File: src/rtl/response_framer.sv
// response_framer: wraps length-FIFO/send-ring responses and acks in CRC16 host frames for the UART
module response_framer #(
  parameter int LEN_BITS = 8,
  parameter int MAX_PAYLOAD = 59,
  parameter logic [7:0] SYNC_BYTE = 8'h7e
) (
  input  logic                clk,
  input  logic                rst_n,
  input  logic [LEN_BITS-1:0] len_data,
  input  logic                len_empty,
  output logic                len_rd_en,
  input  logic [7:0]          ring_data,
  input  logic                ring_empty,
  output logic                ring_rd_en,
  input  logic [3:0]          rx_seq,
  input  logic                ack_req,
  output logic [7:0]          tx_data,
  output logic                tx_valid,
  input  logic                tx_ready,
  output logic                busy,
  output logic                err_oversize,
  output logic [15:0]         frame_count
);
  typedef enum logic [2:0] {IDLE, LEN, SEQ, PAYLOAD, CRC_HI, CRC_LO, SYNC, DISCARD} state_t;
  state_t r_state, w_next;
  logic [LEN_BITS-1:0] r_n, r_cnt;
  logic [3:0] r_seq;
  logic [15:0] r_crc, r_frames;
  logic [7:0] r_byte;
  logic r_ack_pending, r_have, r_err;
  logic w_xfer, w_oversize;

  function automatic logic [15:0] crc_upd(input logic [15:0] c, input logic [7:0] d);
    logic [15:0] x;
    x = c ^ {8'h00, d};
    for (int i = 0; i < 8; i++) x = x[0] ? (x >> 1) ^ 16'h8408 : x >> 1;
    return x;
  endfunction

  assign w_oversize = int'(len_data) > MAX_PAYLOAD;
  assign w_xfer = tx_valid && tx_ready;
  assign busy = r_state != IDLE;
  assign err_oversize = r_err;
  assign frame_count = r_frames;

  always_comb begin
    w_next = r_state;
    tx_valid = 1'b0;
    tx_data = 8'h00;
    len_rd_en = 1'b0;
    ring_rd_en = 1'b0;
    case (r_state)
      IDLE: begin
        len_rd_en = !len_empty && rst_n;
        w_next = !len_empty ? (w_oversize ? DISCARD : LEN) : (r_ack_pending ? LEN : IDLE);
      end
      LEN: begin
        tx_valid = 1'b1;
        tx_data = 8'(r_n) + 8'd5;
        w_next = tx_ready ? SEQ : LEN;
      end
      SEQ: begin
        tx_valid = 1'b1;
        tx_data = {4'h1, r_seq};
        w_next = tx_ready ? (r_n != '0 ? PAYLOAD : CRC_HI) : SEQ;
      end
      PAYLOAD: begin
        tx_valid = r_have;
        tx_data = r_byte;
        ring_rd_en = !r_have && !ring_empty && r_cnt != '0;
        w_next = (w_xfer && r_cnt == '0) ? CRC_HI : PAYLOAD;
      end
      CRC_HI: begin
        tx_valid = 1'b1;
        tx_data = r_crc[15:8];
        w_next = tx_ready ? CRC_LO : CRC_HI;
      end
      CRC_LO: begin
        tx_valid = 1'b1;
        tx_data = r_crc[7:0];
        w_next = tx_ready ? SYNC : CRC_LO;
      end
      SYNC: begin
        tx_valid = 1'b1;
        tx_data = SYNC_BYTE;
        w_next = tx_ready ? IDLE : SYNC;
      end
      default: begin
        // r_have doubles as "popped last cycle" so the FWFT head settles between pops
        ring_rd_en = !r_have && !ring_empty && r_cnt != '0;
        w_next = r_cnt == '0 ? IDLE : DISCARD;
      end
    endcase
  end

  always_ff @(posedge clk or negedge rst_n)
    if (!rst_n) r_state <= IDLE;
    else r_state <= w_next;

  always_ff @(posedge clk or negedge rst_n) begin
    if (!rst_n) begin
      r_n <= '0;
      r_cnt <= '0;
      r_seq <= 4'h0;
      r_crc <= 16'hffff;
      r_frames <= 16'h0000;
      r_byte <= 8'h00;
      r_ack_pending <= 1'b0;
      r_have <= 1'b0;
      r_err <= 1'b0;
    end else begin
      r_ack_pending <= ack_req || (r_ack_pending && !(r_state == SEQ && w_xfer));
      r_have <= ring_rd_en || (r_have && !w_xfer && r_state == PAYLOAD);
      if (len_rd_en) begin
        r_n <= len_data;
        r_cnt <= len_data;
        if (w_oversize) r_err <= 1'b1;
      end else if (r_state == IDLE && r_ack_pending) begin
        r_n <= '0;
        r_cnt <= '0;
      end
      if (ring_rd_en) begin
        r_cnt <= r_cnt - 1'b1;
        r_byte <= ring_data;
      end
      if (r_state == LEN && w_xfer) r_seq <= rx_seq;
      if (w_xfer && (r_state == LEN || r_state == SEQ || r_state == PAYLOAD)) r_crc <= crc_upd(r_crc, tx_data);
      if (r_state == SYNC && w_xfer) begin
        r_crc <= 16'hffff;
        r_frames <= r_frames + 16'd1;
      end
    end
  end
endmodule

File: config.mk
export PLATFORM = sky130hd
export DESIGN_NAME = response_framer
export DESIGN_NICKNAME = d
export VERILOG_FILES = /design/src/rtl/response_framer.sv
export SDC_FILE = /design/constraint.sdc
export NUM_CORES = 1
export LEC_CHECK = 0
export CAP_MARGIN = 20
export CORE_MARGIN = 2
export CORE_UTILIZATION = 40
export CTS_CLUSTER_SIZE = 16
export DETAILED_ROUTE_END_ITERATION = 7
export GPL_TIMING_DRIVEN = 0
export PLACE_DENSITY = 0.67
export SYNTH_ARGS = -nofsm -noshare
export SYNTH_HDL_FRONTEND = slang
export SYNTH_SLANG_ARGS = --single-unit
File: constraint.sdc
create_clock -name clk -period 2.24 [get_ports clk]
set_clock_uncertainty 0.05 [all_clocks]
set_input_delay 0.448 -clock clk [delete_from_list [all_inputs] [get_ports clk]]
set_output_delay 0.448 -clock clk [all_outputs]
set_load 0.03 [all_outputs]
==> impl_metrics.json <==
{
  "detail-route-antenna-nets": 0,
  "synthArstFlopShare": 1.00,
  "pwr-share-comb": 0.661,
  "min_period_ns": 2.56,
  "synthTopCellsByCount": "nand2_1, dfrtp_1, xnor2_1, nor2_1, a21oi_1",
  "layout-drive-gt1-share": 0.326,
  "viasPerCell": 5.54,
  "n_fill_cell": 751,
  "report.final.hold_viol_count": 0,
  "synth_top_family_by_area": "simple AND/OR/NAND/NOR gates",
  "synthXorXnorAreaFrac": 0.109,
  "synth_edf_count": 0,
  "critPathKind": "flip-flop to output port",
  "cts_buffers": 9,
  "cts-root-buf": "clkbuf_8",
  "intPower_mw": 5.52,
  "clkTransAtPathRegs_ns": 0.07,
  "place.detailed.hpwl_mm": 7.14,
  "synth-compound-area-share": 0.177,
  "ys_seq_area_frac": 0.437,
  "outcome": "complete, but fails checks",
  "syn_to_final_growth_pct": 44.8,
  "gp_congestion": 0.858,
  "clk_latency_ns": 0.35,
  "end_kind": "output port",
  "die_area_um2": 10400,
  "r2r_start": "r_n[0]",
  "seqPwrFrac": 0.238,
  "dr.pass1.iters": 5,
  "cp_max_fo": 3,
  "nets": 537,
  "hold_class": "input pin to asynchronous set/reset pin",
  "synthSimpleGateAreaFrac": 0.208,
  "vias": 3548,
  "cts_tree": "yes",
  "netlist_instances": 401,
  "critPathRequiredTime_ns": 1.74,
  "path_cells": "inv_2 > ha_4 > mux2_4 > a32o_2 > o21bai_4 > a31o_4 > buf_6",
  "multi_input_area_um2": 2360,
  "synth_fa_ha_area_frac": 0.0131,
  "max_stage_delay_ns": 0.42,
  "drt_iter0_drc": 269,
  "slowest_stage": "dfrtp_2",
  "wirelength_mm": 11.3,
  "die_w_um": 102,
  "port-buffer-count": 54,
  "seq_area_um2": 1680,
  "antenna-diode-count": 0,
  "grt_antenna_before_repair": 0,
  "cts_buffer_depth": 2,
  "ff2ff_setup_slack_ns": -0.29,
  "maxCapViolations": 0,
  "relSlewSlack": 0.585,
  "synth_cell_types": 68,
  "dominantRegCellSynth": "dfrtp_1",
  "power_density_nw_per_um2": 1790,
  "die_h_um": 102,
  "clock_sinks": 66,
  "io_pins": 55,
  "grt_pass1_vias": 3515,
  "violations": "negative setup slack",
  "drt-wirelength-per-cell_um": 17.6,
  "critPathLaunchType": "flip-flop",
  "synth_top_area_share": 0.327,
  "synth_mux_area_frac": 0.0187,
  "max_freq_mhz": 391,
  "grt_overflow": 0,
  "synthTopCellsByArea": "dfrtp_1, dfstp_2, xnor2_1, nand2_1, nor2_1",
  "grt_usage": 0.218,
  "rows": 35,
  "cts.htree.levels": 3,
  "avgSynthCellArea_um2": 9.53,
  "irDropWorstVdd_v": 0.000661,
  "drc": 0,
  "yosysWarningCount": 0,
  "syn_nets": 431,
  "yosysMostFrequentCell": "nand2_1",
  "mappedNetlistArea_um2": 3820,
  "rr_endpoint": "r_crc[8]",
  "fin_util": 0.599,
  "core_um2": 9240,
  "setup_viol": 16,
  "synth_top_cell_by_area": "dfrtp_1",
  "worstMarginPinSlew_ns": 0.623,
  "timing.final.ws_setup_ns": -0.316,
  "ys_ff_latch": 66,
  "clock_power_share": 0.101,
  "worstRegToRegCells": 10,
  "crit_end": "tx_data[1]",
  "pre_cts_ws_ns": -0.976,
  "hold_ws_ns": 0.0468,
  "grt_pass1_wl_mm": 17.6,
  "cp.arrival_ns": 2.06,
  "start_util": 0.414,
  "swShare": 0.443,
  "report.final.slew_viol_count": 0,
  "power.switching_mw": 4.39,
  "p_leak_nw": 2.38,
  "post-route-period-util": 1.14,
  "critPathLaunch": "r_n[0]",
  "grt_max_degree": 68,
  "rsz0062_at_grt": "true"
}
-- cells in the final DEF (no fill, tap or decap), drive strengths merged, types with 12 or more instances in the layout --
cell type	netlist	final
clkbuf	8	18
inv	12	12
xnor2	34	34
nand2	64	64
xor2	12	12
dfstp	16	16
buf	12	66
o21ai	18	18
dfrtp	50	50
a21oi	21	21
clkdlybuf4s50	0	41
nor2	28	28
-- metal layers --
layer	global-route usage	wire, um
met2	0.360	5640
met4	0.0790	337
met3	0.0531	715
met1	0.277	4610
met5	0	0
-- through the flow --
step | instance area (um^2) | cells | power [mW] | TNS (ns)
final | 5540 | 641 | 9.91 | -2.13
after global routing | 5540 | 641 | 10.5 | -3.38
after CTS | 5200 | 625 | 8.94 | -2.14
after detailed placement | 4550 | 584 | 7.07 | -15.31
after global placement | 4550 | 584 | 6.94 | -148.24
after floorplan | 3850 | 401 | 5.80 | -0.0613
-- power by group through the flow --
| stage | Clock [mW] | Sequential (mW) | Combinational, mW |
|---|---|---|---|
| 3_5_place_dp | 0 | 2.27 | 4.80 |
| 4_1_cts | 1.01 | 2.26 | 5.66 |
| 6_report | 1.00 | 2.36 | 6.55 |
| 3_3_place_gp | 0 | 2.25 | 4.69 |
| 5_1_grt | 1.07 | 2.43 | 7.00 |
| 2_1_floorplan | 0 | 2.17 | 3.63 |
-- timing repair --
action                     CTS  global route
setup endpoints to repair   46            43
cloned                       1             2
resized for setup          134            41
hold buffers                 0             0
pin swaps                   23            27
buffers inserted            24            17
-- sequential cells by signal, summed over array words and instances (netlist names) --
name and count:
r_seq 4, r_crc 16, r_cnt 8, r_n 8, err_oversize 1, r_ack_pending 1
r_byte 8, frame_count 16, r_have 1, r_state 3
-- critical path, delay by kind of cell, from the launching register on --
| family | cells | cell delay [ns] |
|---|---|---|
| AOI/OAI and AO/OA | 3 | 0.61 |
| DFF | 1 | 0.42 |
| muxes | 1 | 0.27 |
| buffers and inverters | 2 | 0.21 |
| adders and majority gates | 1 | 0.20 |
-- worst min-delay path by stage --
stage,startpoint,endpoint
after global placement,err_oversize,err_oversize
after floorplan,rst_n,err_oversize
after CTS,rst_n,r_seq[1]
final,rst_n,r_n[5]
after global routing,rst_n,err_oversize
after detailed placement,err_oversize,err_oversize
-- logic make-up after synthesis --
group                      count (synthesis)
and+or+nand+nor                          155
AOI/OAI and AO/OA                         92
DFF                                       66
xor gates and xnor gates                  46
buffers and inverters                     32
muxes                                      6
adders and majority gates                  4
-- layout make-up --
| class | count | share of cell area |
|---|---|---|
| Tap cell | 129 | 0.0292 |
| Inverter | 12 | 0.00814 |
| Buffer | 18 | 0.0368 |
| Multi-Input combinational cell | 303 | 0.426 |
| Timing Repair Buffer | 97 | 0.163 |
| Sequential cell | 66 | 0.303 |
| Clock inverter | 5 | 0.0102 |
| Clock buffer | 11 | 0.0237 |
No activity file was read; power rests on OpenSTA's default activity.
